==> src/rtl/rtc_pkg.sv <==
// Shared definitions for the RTC parallel-bus machines: state encoding,
// default phase timing, bus idle levels and RTC register addresses.
package rtc_pkg;

  typedef enum logic [3:0] {
    ST_IDLE  = 4'd0,
    ST_DIR   = 4'd1,
    ST_LAT_A = 4'd2,
    ST_A_SU  = 4'd3,
    ST_A_PW  = 4'd4,
    ST_A_H   = 4'd5,
    ST_REC   = 4'd6,
    ST_D_SU  = 4'd7,
    ST_D_PW  = 4'd8,
    ST_D_H   = 4'd9,
    ST_DAT   = 4'd10,
    ST_FIN   = 4'd11
  } state_e;

  localparam int unsigned T_SU_DEF  = 2;
  localparam int unsigned T_PW_DEF  = 4;
  localparam int unsigned T_H_DEF   = 2;
  localparam int unsigned T_REC_DEF = 3;

  localparam logic       CS_N_IDLE  = 1'b1;
  localparam logic       RD_N_IDLE  = 1'b1;
  localparam logic       WR_N_IDLE  = 1'b1;
  localparam logic       AD_N_IDLE  = 1'b1;
  localparam logic       AD_OE_IDLE = 1'b0;
  localparam logic [7:0] AD_IDLE    = 8'h00;

  localparam logic [7:0] RTC_CMD_XFER_A = 8'hF1;
  localparam logic [7:0] RTC_CMD_XFER_B = 8'hF2;
  localparam logic [7:0] RTC_ADDR_SEC   = 8'h21;
  localparam logic [7:0] RTC_ADDR_MIN   = 8'h22;
  localparam logic [7:0] RTC_ADDR_HOUR  = 8'h23;
  localparam logic [7:0] RTC_ADDR_DAY   = 8'h24;
  localparam logic [7:0] RTC_ADDR_MON   = 8'h25;
  localparam logic [7:0] RTC_ADDR_YEAR  = 8'h26;

  // Cycles-minus-one spent in a state; untimed states last a single cycle.
  function automatic logic [3:0] phase_len_m1(input state_e st,
                                              input logic [3:0] su_m1,
                                              input logic [3:0] pw_m1,
                                              input logic [3:0] h_m1,
                                              input logic [3:0] rec_m1);
    logic [3:0] len;
    case (st)
      ST_A_SU, ST_D_SU: len = su_m1;
      ST_A_PW, ST_D_PW: len = pw_m1;
      ST_A_H,  ST_D_H:  len = h_m1;
      ST_REC:           len = rec_m1;
      default:          len = 4'd0;
    endcase
    return len;
  endfunction

endpackage

==> src/rtl/phase_timer.sv <==
// Loadable 4-bit down-counter; zero_o flags the final cycle of a phase.
module phase_timer (
  input  logic       clk,
  input  logic       reset,
  input  logic       load_i,
  input  logic [3:0] load_val_i,
  output logic       zero_o
);

  logic [3:0] cnt_q;

  always_ff @(posedge clk) begin
    if (!reset) begin
      cnt_q <= 4'd0;
    end else if (load_i) begin
      cnt_q <= load_val_i;
    end else if (cnt_q != 4'd0) begin
      cnt_q <= cnt_q - 4'd1;
    end else begin
      cnt_q <= cnt_q;
    end
  end

  assign zero_o = (cnt_q == 4'd0);

endmodule

==> src/rtl/rtc_bus_timing.sv <==
// Bus-cycle generator for the RTC multiplexed address/data bus: one address
// phase and one data phase per request, with DIR/DAT/cambio_estado handshakes.
module rtc_bus_timing
  import rtc_pkg::*;
#(
  parameter int unsigned T_SU  = T_SU_DEF,
  parameter int unsigned T_PW  = T_PW_DEF,
  parameter int unsigned T_H   = T_H_DEF,
  parameter int unsigned T_REC = T_REC_DEF
) (
  input  logic       clk,
  input  logic       reset,
  input  logic       en,
  input  logic       rw,
  input  logic [7:0] addr,
  input  logic [7:0] wdata,
  output logic       DIR,
  output logic       DAT,
  output logic       cambio_estado,
  output logic [7:0] rdata,
  output logic       busy,
  output logic       cs_n,
  output logic       rd_n,
  output logic       wr_n,
  output logic       ad_n,
  output logic [7:0] ad_out,
  output logic       ad_oe,
  input  logic [7:0] ad_in
);

  localparam logic [3:0] SU_M1  = 4'(T_SU - 1);
  localparam logic [3:0] PW_M1  = 4'(T_PW - 1);
  localparam logic [3:0] H_M1   = 4'(T_H - 1);
  localparam logic [3:0] REC_M1 = 4'(T_REC - 1);

  state_e     state_q, state_d;
  logic       armed_q, armed_d;
  logic       rw_q;
  logic       start_s;
  logic       zero_s;
  logic       load_s;
  logic [3:0] load_val_s;

  logic       dir_q, dat_q, fin_q, busy_q;
  logic       cs_n_q, rd_n_q, wr_n_q, ad_n_q, ad_oe_q;
  logic [7:0] ad_out_q, rdata_q;

  assign start_s    = (state_q == ST_IDLE) && en && armed_q;
  assign load_s     = (state_d != state_q);
  assign load_val_s = phase_len_m1(state_d, SU_M1, PW_M1, H_M1, REC_M1);

  phase_timer u_phase_timer (
    .clk        (clk),
    .reset      (reset),
    .load_i     (load_s),
    .load_val_i (load_val_s),
    .zero_o     (zero_s)
  );

  // Next-state and re-arm logic; en only matters in IDLE.
  always_comb begin
    state_d = state_q;
    armed_d = armed_q;
    case (state_q)
      ST_IDLE: begin
        if (start_s) begin
          state_d = ST_DIR;
          armed_d = 1'b0;
        end else if (!en) begin
          armed_d = 1'b1;
        end else begin
          armed_d = armed_q;
        end
      end
      ST_DIR:   state_d = ST_LAT_A;
      ST_LAT_A: state_d = ST_A_SU;
      ST_A_SU:  if (zero_s) state_d = ST_A_PW; else state_d = state_q;
      ST_A_PW:  if (zero_s) state_d = ST_A_H;  else state_d = state_q;
      ST_A_H:   if (zero_s) state_d = ST_REC;  else state_d = state_q;
      ST_REC:   if (zero_s) state_d = ST_D_SU; else state_d = state_q;
      ST_D_SU:  if (zero_s) state_d = ST_D_PW; else state_d = state_q;
      ST_D_PW:  if (zero_s) state_d = ST_D_H;  else state_d = state_q;
      ST_D_H:   if (zero_s) state_d = ST_DAT;  else state_d = state_q;
      ST_DAT:   state_d = ST_FIN;
      ST_FIN:   state_d = ST_IDLE;
      default:  state_d = ST_IDLE;
    endcase
  end

  // State, arm flag and latched direction.
  always_ff @(posedge clk) begin
    if (!reset) begin
      state_q <= ST_IDLE;
      armed_q <= 1'b1;
      rw_q    <= 1'b0;
    end else begin
      state_q <= state_d;
      armed_q <= armed_d;
      rw_q    <= start_s ? rw : rw_q;
    end
  end

  // Pins are decoded from the next state so they switch on state boundaries.
  always_ff @(posedge clk) begin
    if (!reset) begin
      dir_q    <= 1'b0;
      dat_q    <= 1'b0;
      fin_q    <= 1'b0;
      busy_q   <= 1'b0;
      cs_n_q   <= CS_N_IDLE;
      rd_n_q   <= RD_N_IDLE;
      wr_n_q   <= WR_N_IDLE;
      ad_n_q   <= AD_N_IDLE;
      ad_oe_q  <= AD_OE_IDLE;
      ad_out_q <= AD_IDLE;
      rdata_q  <= 8'h00;
    end else begin
      dir_q   <= (state_d == ST_DIR);
      dat_q   <= (state_d == ST_DAT);
      fin_q   <= (state_d == ST_FIN);
      busy_q  <= (state_d != ST_IDLE);
      cs_n_q  <= !(state_d inside {[ST_LAT_A:ST_D_H]});
      ad_n_q  <= !(state_d inside {[ST_A_SU:ST_A_H]});
      ad_oe_q <= (state_d inside {[ST_A_SU:ST_A_H]}) ||
                 (!rw_q && (state_d inside {[ST_D_SU:ST_D_H]}));
      // Address-phase strobe uses wr_n; the data-phase strobe follows direction.
      wr_n_q  <= !((state_d == ST_A_PW) || (!rw_q && (state_d == ST_D_PW)));
      rd_n_q  <= !(rw_q && (state_d == ST_D_PW));

      if ((state_q == ST_LAT_A) && (state_d == ST_A_SU)) begin
        ad_out_q <= addr;
      end else if (!rw_q && (state_q == ST_A_H) && (state_d == ST_REC)) begin
        ad_out_q <= wdata;
      end else begin
        ad_out_q <= ad_out_q;
      end

      if (rw_q && (state_q == ST_D_PW) && zero_s) begin
        rdata_q <= ad_in;
      end else begin
        rdata_q <= rdata_q;
      end
    end
  end

  assign DIR           = dir_q;
  assign DAT           = dat_q;
  assign cambio_estado = fin_q;
  assign busy          = busy_q;
  assign cs_n          = cs_n_q;
  assign rd_n          = rd_n_q;
  assign wr_n          = wr_n_q;
  assign ad_n          = ad_n_q;
  assign ad_oe         = ad_oe_q;
  assign ad_out        = ad_out_q;
  assign rdata         = rdata_q;

endmodule

==> config.mk <==
export PLATFORM = sky130hd
export DESIGN_NAME = rtc_bus_timing
export DESIGN_NICKNAME = d
export VERILOG_FILES = /design/src/rtl/rtc_pkg.sv /design/src/rtl/phase_timer.sv /design/src/rtl/rtc_bus_timing.sv
export SDC_FILE = /design/constraint.sdc
export NUM_CORES = 1
export LEC_CHECK = 0
export CAP_MARGIN = 20
export CORE_MARGIN = 1.5
export CORE_UTILIZATION = 46
export DETAILED_ROUTE_END_ITERATION = 10
export GPL_ROUTABILITY_DRIVEN = 0
export PLACE_DENSITY = 0.88
export SLEW_MARGIN = 20
export SYNTH_ARGS = -nofsm -noshare
export SYNTH_HDL_FRONTEND = slang
export SYNTH_SLANG_ARGS = --single-unit
export TNS_END_PERCENT = 1
==> constraint.sdc <==
create_clock -name clk -period 2.3 [get_ports clk]
set_clock_uncertainty 0.05 [all_clocks]
set_input_delay 0.46 -clock clk [delete_from_list [all_inputs] [get_ports clk]]
set_output_delay 0.46 -clock clk [all_outputs]
set_load 0.02 [all_outputs]
# ---- Yosys cells after proc, flatten, opt, wreduce, memory -nomap -nowiden
# Index checks and enable logic that the tools add are counted.
dict set report totals {
  output_inout_bits 25
  wordCells 88
  n_memories 0
  mem_bits_ro 0
  ramBits 0
  regBits 35
  inputBits 28
  latch_bits 0
}
dict set report classes {
  n_bitwise 0
  order_cmp 5
  mul 0
  shifts 0
  addsub 1
  n_mux 16
  div_mod_pow 0
  reduce_logical 29
  n_eq_ne 22
}
# op n
set ops {}
lappend ops {{one-hot mux 4 bit (11 select lines)} 1}
lappend ops {{two-way mux 4 bit} 10}
lappend ops {{equality test 4 x 3 -> 1 bit, second input constant} 8}
lappend ops {{equality test 4 bit, second input constant} 7}
lappend ops {{two-way mux 8 bit} 2}
lappend ops {{logical AND 1 bit} 13}
lappend ops {{equality test 4 x 2 -> 1 bit, second input constant} 3}
lappend ops {{equality test 4 x 1 -> 1 bit, second input constant} 2}
lappend ops {{>= comparator 4 x 2 -> 1 bit, second input constant} 2}
lappend ops {{zero test 4 bit} 2}
lappend ops {{nonzero test 4 bit} 2}
lappend ops {{one-hot mux 2 bit (3 select lines)} 1}
lappend ops {{zero test 1 bit} 5}
lappend ops {{>= comparator 4 x 3 -> 1 bit, second input constant} 1}
lappend ops {{less-or-equal comparator 4 x 3 -> 1 bit, second input constant} 1}
lappend ops {{less-or-equal comparator 4 bit, second input constant} 1}
lappend ops {{inequality test 4 bit} 1}
lappend ops {{nonzero test 2 bit} 2}
lappend ops {{OR reduction 4 bit} 1}
lappend ops {{subtractor 4 x 1 -> 4 bit, second input constant} 1}
lappend ops {{logical OR 1 bit} 2}
lappend ops {{two-way mux 1 bit} 2}
lappend ops {{inequality test 2 x 1 -> 1 bit, second input constant} 1}
lappend ops {{AND reduction 2 bit} 1}
lappend ops {{OR reduction 2 bit} 1}

# ---- Logic depth before layout (Yosys ltp)
# Gate-level depths: netlist (run 1).
dict set report depth {
  ltp_word 9
  depth_mapped 7
  depth_no_buf 6
}

# ---- Hierarchy
# From an unflattened synthesis (run 1), not the netlist that was laid out.
dict set report unflattened {
  cells_unflattened 184
  area_unflattened_um2 1720.4
}
# module n_inst seq_area_each_um2 area_each_um2 cells_each
set modules_own_cells {}
lappend modules_own_cells {rtc_bus_timing 1 620.6 1490.2 161}
lappend modules_own_cells {phase_timer 1 80.1 230.2 23}

# ---- Worst setup path before layout (run 1)
# OpenSTA, ideal clock, no wires.
dict set report synth_path {
  path_type {reg-to-reg}
  startpoint {register u_phase_timer.cnt_q[0]}
  endpoint {register ad_oe_q (netlist: ad_oe)}
  setup_time_ns 0.079
  t_arrival_ns 1.717
  required_time_ns 2.171
  path_stages_with_launch 8
  path_buffers 1
  period_less_slack_ns 1.846
  setup_slack_ns 0.454
  cell_sequence {dfxtp_1 inv_1 ha_1 or3b_1 clkbuf_1 a22o_1 a211o_1 o211ai_1}
}
dict set report synth_between {
  elab_chain_cells 7
  elab_cells_between_ends 17
  cone_classes {order compare: 4; mux: 8; reduce/logical: 5}
}
# item line_no
set synth_rtl {}
lappend synth_rtl {{start: declaration} phase_timer.sv:10} ;# logic [3:0] cnt_q;
lappend synth_rtl {{start signal: assignment} phase_timer.sv:16} ;# cnt_q <= load_val_i;
lappend synth_rtl {{start signal: assignment} phase_timer.sv:18} ;# cnt_q <= cnt_q - 4'd1;
lappend synth_rtl {{start signal: assignment} phase_timer.sv:20} ;# cnt_q <= cnt_q;
lappend synth_rtl {{zero test 4 bit *} phase_timer.sv:24} ;# assign zero_o = (cnt_q == 4'd0);
lappend synth_rtl {{two-way mux 4 bit, or another cell as far along} rtc_bus_timing.sv:83} ;# ST_D_H: if (zero_s) state_d = ST_DAT; else state_d = state_q;
lappend synth_rtl {{one-hot mux 4 bit (11 select lines) *} rtc_bus_timing.sv:64} ;# case (state_q)
lappend synth_rtl {{>= comparator 4 x 3 -> 1 bit / less-or-equal comparator 4 bit (equally long branches)} rtc_bus_timing.sv:125} ;# (!rw_q && (state_d inside {[ST_D_SU:ST_D_H]}));
lappend synth_rtl {{logical AND 1 bit (2 in a row)} rtc_bus_timing.sv:125}
lappend synth_rtl {{logical OR 1 bit *} rtc_bus_timing.sv:124} ;# ad_oe_q <= (state_d inside {[ST_A_SU:ST_A_H]}) ||
lappend synth_rtl {{end signal: assignment} rtc_bus_timing.sv:124}
lappend synth_rtl {{end: declaration} rtc_bus_timing.sv:45} ;# logic cs_n_q, rd_n_q, wr_n_q, ad_n_q, ad_oe_q;
# Every way passes the cells marked *; elsewhere a longest branch is shown, timed or not.
# A chain may end at the register's enable or synchronous reset.

# ---- Final worst setup path (run 1)
# Ends and elaborated chain as after synthesis.

==> flow_metrics.py, run 1 <==
metrics = {
    "critical_path": {
        "worst_ep_required_time_ps": 2520,
        "reg2reg_depth": 6,
        "reg2reg_from": "u_phase_timer.cnt_q[0]",
        "r2r_setup_slack_ps": 300,
        "cp_max_fo": 6,
        "worst-endpoint-arrival_ps": 2210,
        "worst_setup_path_start_kind": "register",
        "element_type_at_the_critical_path_end": "register",
        "crit_type": "register to register",
        "r2r-end": "ad_oe",
    },
    "cells_and_area": {
        "mostFrequentLayoutCell": "sky130_fd_sc_hd__clkdlybuf4s50_1",
        "flow.area_growth_from_synthesis_pct": 38.84,
        "final_nets": 269,
        "post_layout_instance_count_excluding_filler_cells": 286,
        "final_design_area_no_fill_mm2": 0.002344,
        "seqCellArea_um2": 700.7,
        "finish.utilization_pct": 68.61,
        "multi_input_comb_area_um2": 919.6,
        "layout_common_cells": "52 x sky130_fd_sc_hd__clkdlybuf4s50_1, 35 x sky130_fd_sc_hd__dfxtp_1, 18 x sky130_fd_sc_hd__nor2_1, 18 x sky130_fd_sc_hd__o21ai_0, 16 x sky130_fd_sc_hd__mux2i_1",
        "drive_above_1_share_pct": 8.750,
        "insertedDiodeCount": 0,
        "filler_cell_count": 282,
    },
    "power": {
        "worst_ir_drop_vdd_v": 0.0005895,
        "total_power_mw": 2.303,
        "static-leakage-power_nw": 0.9010,
        "power_density_mw_per_mm2": 982.6,
    },
    "synthesis": {
        "synth_sequential_area_ratio_pct": 41.51,
        "synth_nets": 216,
        "synth_warnings": 0,
        "synth_compound_area_share_pct": 16.68,
        "post_synth_num_cell_types": 41,
        "synthAdderAreaFrac_pct": 1.483,
        "yosys.area_share.simple_pct": 24.76,
        "synth_top_family_by_area": "simple AND/OR/NAND/NOR gates",
        "postSynthRegisterBits": 35,
        "netlist_area_mm2": 0.001688,
        "syn_avg_cell_area_um2": 9.075,
        "synth-xor-area-share_pct": 2.076,
        "postSynthCellCount": 186,
        "synth.mux.area_fraction_pct": 9.489,
    },
    "route": {
        "count_of_nets_left_with_antenna_violations_after_detail_routing": 0,
        "total_routed_wirelength_um": 3844,
        "post_drt_via_cell_ratio": 5.472,
        "average_routed_wire_per_standard_cell_um": 13.44,
        "detail_route.first_pass.iterations": 4,
        "drc_errors": 0,
        "num_vias": 1565,
        "first_iter_violations": 76,
    },
    "floorplan": {
        "dieHeight_um": 63.58,
        "starting_density_pct": 49.41,
        "io-pin-count": 53,
        "rows": 21,
        "die-width_um": 63.58,
        "dieArea_mm2": 0.004042,
        "floorplan_core_area_mm2": 0.003416,
    },
    "sta": {
        "final-setup-viol-count": 0,
        "min_period_ps": 1996,
        "max_fclk_mhz": 501.0,
        "timing_max_transition_violations_final": 0,
        "final.setup.worst_slack_ps": 304.1,
        "setup_repair_after_global_routing_missed_its_margin": "false",
        "layout_worst_path_cycle_share_pct": 86.78,
        "finalHoldViolations": 0,
        "worstMarginPinSlew_ps": 629.7,
        "finalHoldWorstSlack_ps": 448.9,
        "fin_setup_tns_ps": 0,
        "relSlewSlack_pct": 57.96,
    },
    "min_path": {
        "worst_min_delay_path_category": "register to register",
        "timing.hold.worst_endpoint": "rd_n",
        "hp-start": "rw_q",
        "holdPathStages": 1,
    },
    "cts": {
        "cts_tree": "done",
        "cts.path.max_buffers": 2,
        "cts-htree-levels": 2,
        "cts.sink_count": 35,
        "clk_pin_slew_ps": 110,
        "cts_setup_buffers": 0,
        "cts-resized-gates": 0,
        "clk-insertion-delay-late_ps": 340,
        "cts.root.buffer_cell": "sky130_fd_sc_hd__clkbuf_4",
        "cts_hold_buffers": 0,
        "cts-buffers-inserted": 5,
    },
    "grt": {
        "grt_antenna_before_repair": 0,
        "grt_remaining_overflow": 0,
        "grt_first_pass_wirelength_um": 6651,
        "grt_max_degree": 20,
        "grt_pass1_vias": 1480,
        "globalRouteTotalUtil_pct": 20.56,
    },
    "placed_design": {
        "dp_worst_setup_slack_ps": 305.8,
        "dp_cells": 278,
        "buffer_ports.inserted": 52,
        "detailed_place_hpwl_um": 2817,
        "placedInstanceArea_mm2": 0.002262,
    },
    "flow_run": {
        "drv.max_cap_violation_count": 0,
    },
    "status": {
        "status": "finished, final reports clean",
    },
}
state kept, by name (all words and copies together), names as in the netlist:
name                 cells
ad_out                   8
rdata                    8
state_q                  4
u_phase_timer.cnt_q      4
DAT                      1
DIR                      1
ad_n                     1
ad_oe                    1
armed_q                  1
busy                     1
cambio_estado            1
cs_n                     1
rd_n                     1
rw_q                     1
wr_n                     1
per-layer routing:
metal,track usage [%],up-vias,routed length (um)
met2,34.34,68,1837
met5,0,-,0
met4,8.967,0,73
li1,-,776,-
met3,5.357,10,274
met1,24.80,711,1659
how the worst max path moves through the flow:
stage	from	end	slack (ps)	depth (start not counted)
6_report	u_phase_timer.cnt_q[0]	ad_oe	300	6
5_1_grt	u_phase_timer.cnt_q[0]	ad_oe	210	6
4_1_cts	u_phase_timer.cnt_q[0]	ad_oe	290	6
3_5_place_dp	reset	ad_oe	310	4
3_3_place_gp	reset	wr_n	350	5
2_1_floorplan	u_phase_timer.cnt_q[0]	ad_oe	450	7
where the power goes:
| group | internal [mW] | total [mW] | switching [mW] |
|---|---|---|---|
| Combinational | 0.489 | 1.03 | 0.541 |
| Sequential | 0.717 | 0.836 | 0.119 |
| Clock | 0.229 | 0.436 | 0.208 |
worst max-delay path, stage by stage (launching register included):
cell                       delay (ps)
sky130_fd_sc_hd__dfxtp_1          350
sky130_fd_sc_hd__inv_1             80
sky130_fd_sc_hd__ha_1             280
sky130_fd_sc_hd__or3b_1           470
sky130_fd_sc_hd__a22o_1           250
sky130_fd_sc_hd__a211o_1          260
sky130_fd_sc_hd__o211ai_1         190
cell usage after synthesis:
cell type | instances | area [um^2]
sky130_fd_sc_hd__and3_1 | 1 | 6.260
sky130_fd_sc_hd__nand4b_1 | 2 | 17.52
sky130_fd_sc_hd__a32o_1 | 1 | 10.01
sky130_fd_sc_hd__nand4bb_4 | 1 | 27.53
sky130_fd_sc_hd__dfxtp_1 | 35 | 700.7
sky130_fd_sc_hd__mux2i_1 | 16 | 160.2
sky130_fd_sc_hd__and2_1 | 1 | 6.260
sky130_fd_sc_hd__or3b_1 | 1 | 8.760
sky130_fd_sc_hd__nand2_1 | 14 | 52.55
sky130_fd_sc_hd__o211ai_1 | 4 | 30.03
sky130_fd_sc_hd__a21oi_1 | 13 | 65.06
sky130_fd_sc_hd__nand3_1 | 3 | 15.01
sky130_fd_sc_hd__a31oi_1 | 1 | 6.260
sky130_fd_sc_hd__a22o_1 | 1 | 8.760
sky130_fd_sc_hd__and4bb_2 | 1 | 12.51
sky130_fd_sc_hd__or4_1 | 1 | 7.510
sky130_fd_sc_hd__clkbuf_1 | 12 | 45.04
sky130_fd_sc_hd__xnor2_1 | 4 | 35.03
sky130_fd_sc_hd__ha_1 | 2 | 25.02
sky130_fd_sc_hd__and4b_1 | 2 | 20.02
sky130_fd_sc_hd__nor3_1 | 3 | 15.01
sky130_fd_sc_hd__nor3b_2 | 1 | 12.51
sky130_fd_sc_hd__o21bai_1 | 1 | 7.510
sky130_fd_sc_hd__nor4_4 | 1 | 21.27
sky130_fd_sc_hd__inv_1 | 3 | 11.26
sky130_fd_sc_hd__or4b_2 | 1 | 10.01
sky130_fd_sc_hd__buf_6 | 1 | 11.26
sky130_fd_sc_hd__nand4_2 | 1 | 12.51
sky130_fd_sc_hd__and4bb_1 | 1 | 12.51
sky130_fd_sc_hd__o21ai_0 | 18 | 90.09
sky130_fd_sc_hd__a211oi_1 | 2 | 15.01
sky130_fd_sc_hd__o311a_1 | 2 | 20.02
sky130_fd_sc_hd__nor2_1 | 18 | 67.56
sky130_fd_sc_hd__nand2b_1 | 2 | 12.51
sky130_fd_sc_hd__a211o_1 | 1 | 8.760
sky130_fd_sc_hd__o2111a_1 | 1 | 11.26
sky130_fd_sc_hd__nor2b_1 | 6 | 37.54
sky130_fd_sc_hd__nor4_1 | 2 | 12.51
sky130_fd_sc_hd__o31a_1 | 1 | 8.760
sky130_fd_sc_hd__nand3b_1 | 1 | 7.510
sky130_fd_sc_hd__nor3b_1 | 3 | 22.52
layout make-up:
cell class              instances  area share, %
multi-input cells             135          39.24
flip-flops and latches         35          29.90
repair buffers                 59          24.45
well taps                      46          2.456
clock inverters                 3          1.869
clock buffers                   5          1.602
inverters                       3         0.4805
kinds of logic after synthesis:
family / count (synthesis)
and+or+nand+nor: 67
AOI/OAI and AO/OA: 46
DFF: 35
buffers and inverters: 16
muxes: 16
xor gates and xnor gates: 4
adders and majority gates: 2
(Power assumes the default switching activity.)
==> run 2: changes to the inputs <==
--- a/config.mk
+++ b/config.mk
@@ -9,7 +9,6 @@
 export CORE_MARGIN = 1.5
 export CORE_UTILIZATION = 46
 export DETAILED_ROUTE_END_ITERATION = 10
-export GPL_ROUTABILITY_DRIVEN = 0
 export PLACE_DENSITY = 0.88
 export SLEW_MARGIN = 20
 export SYNTH_ARGS = -nofsm -noshare
==> results of run 2 <==
Same layout as run 1: the final DEF is identical, and so are final timing and power.
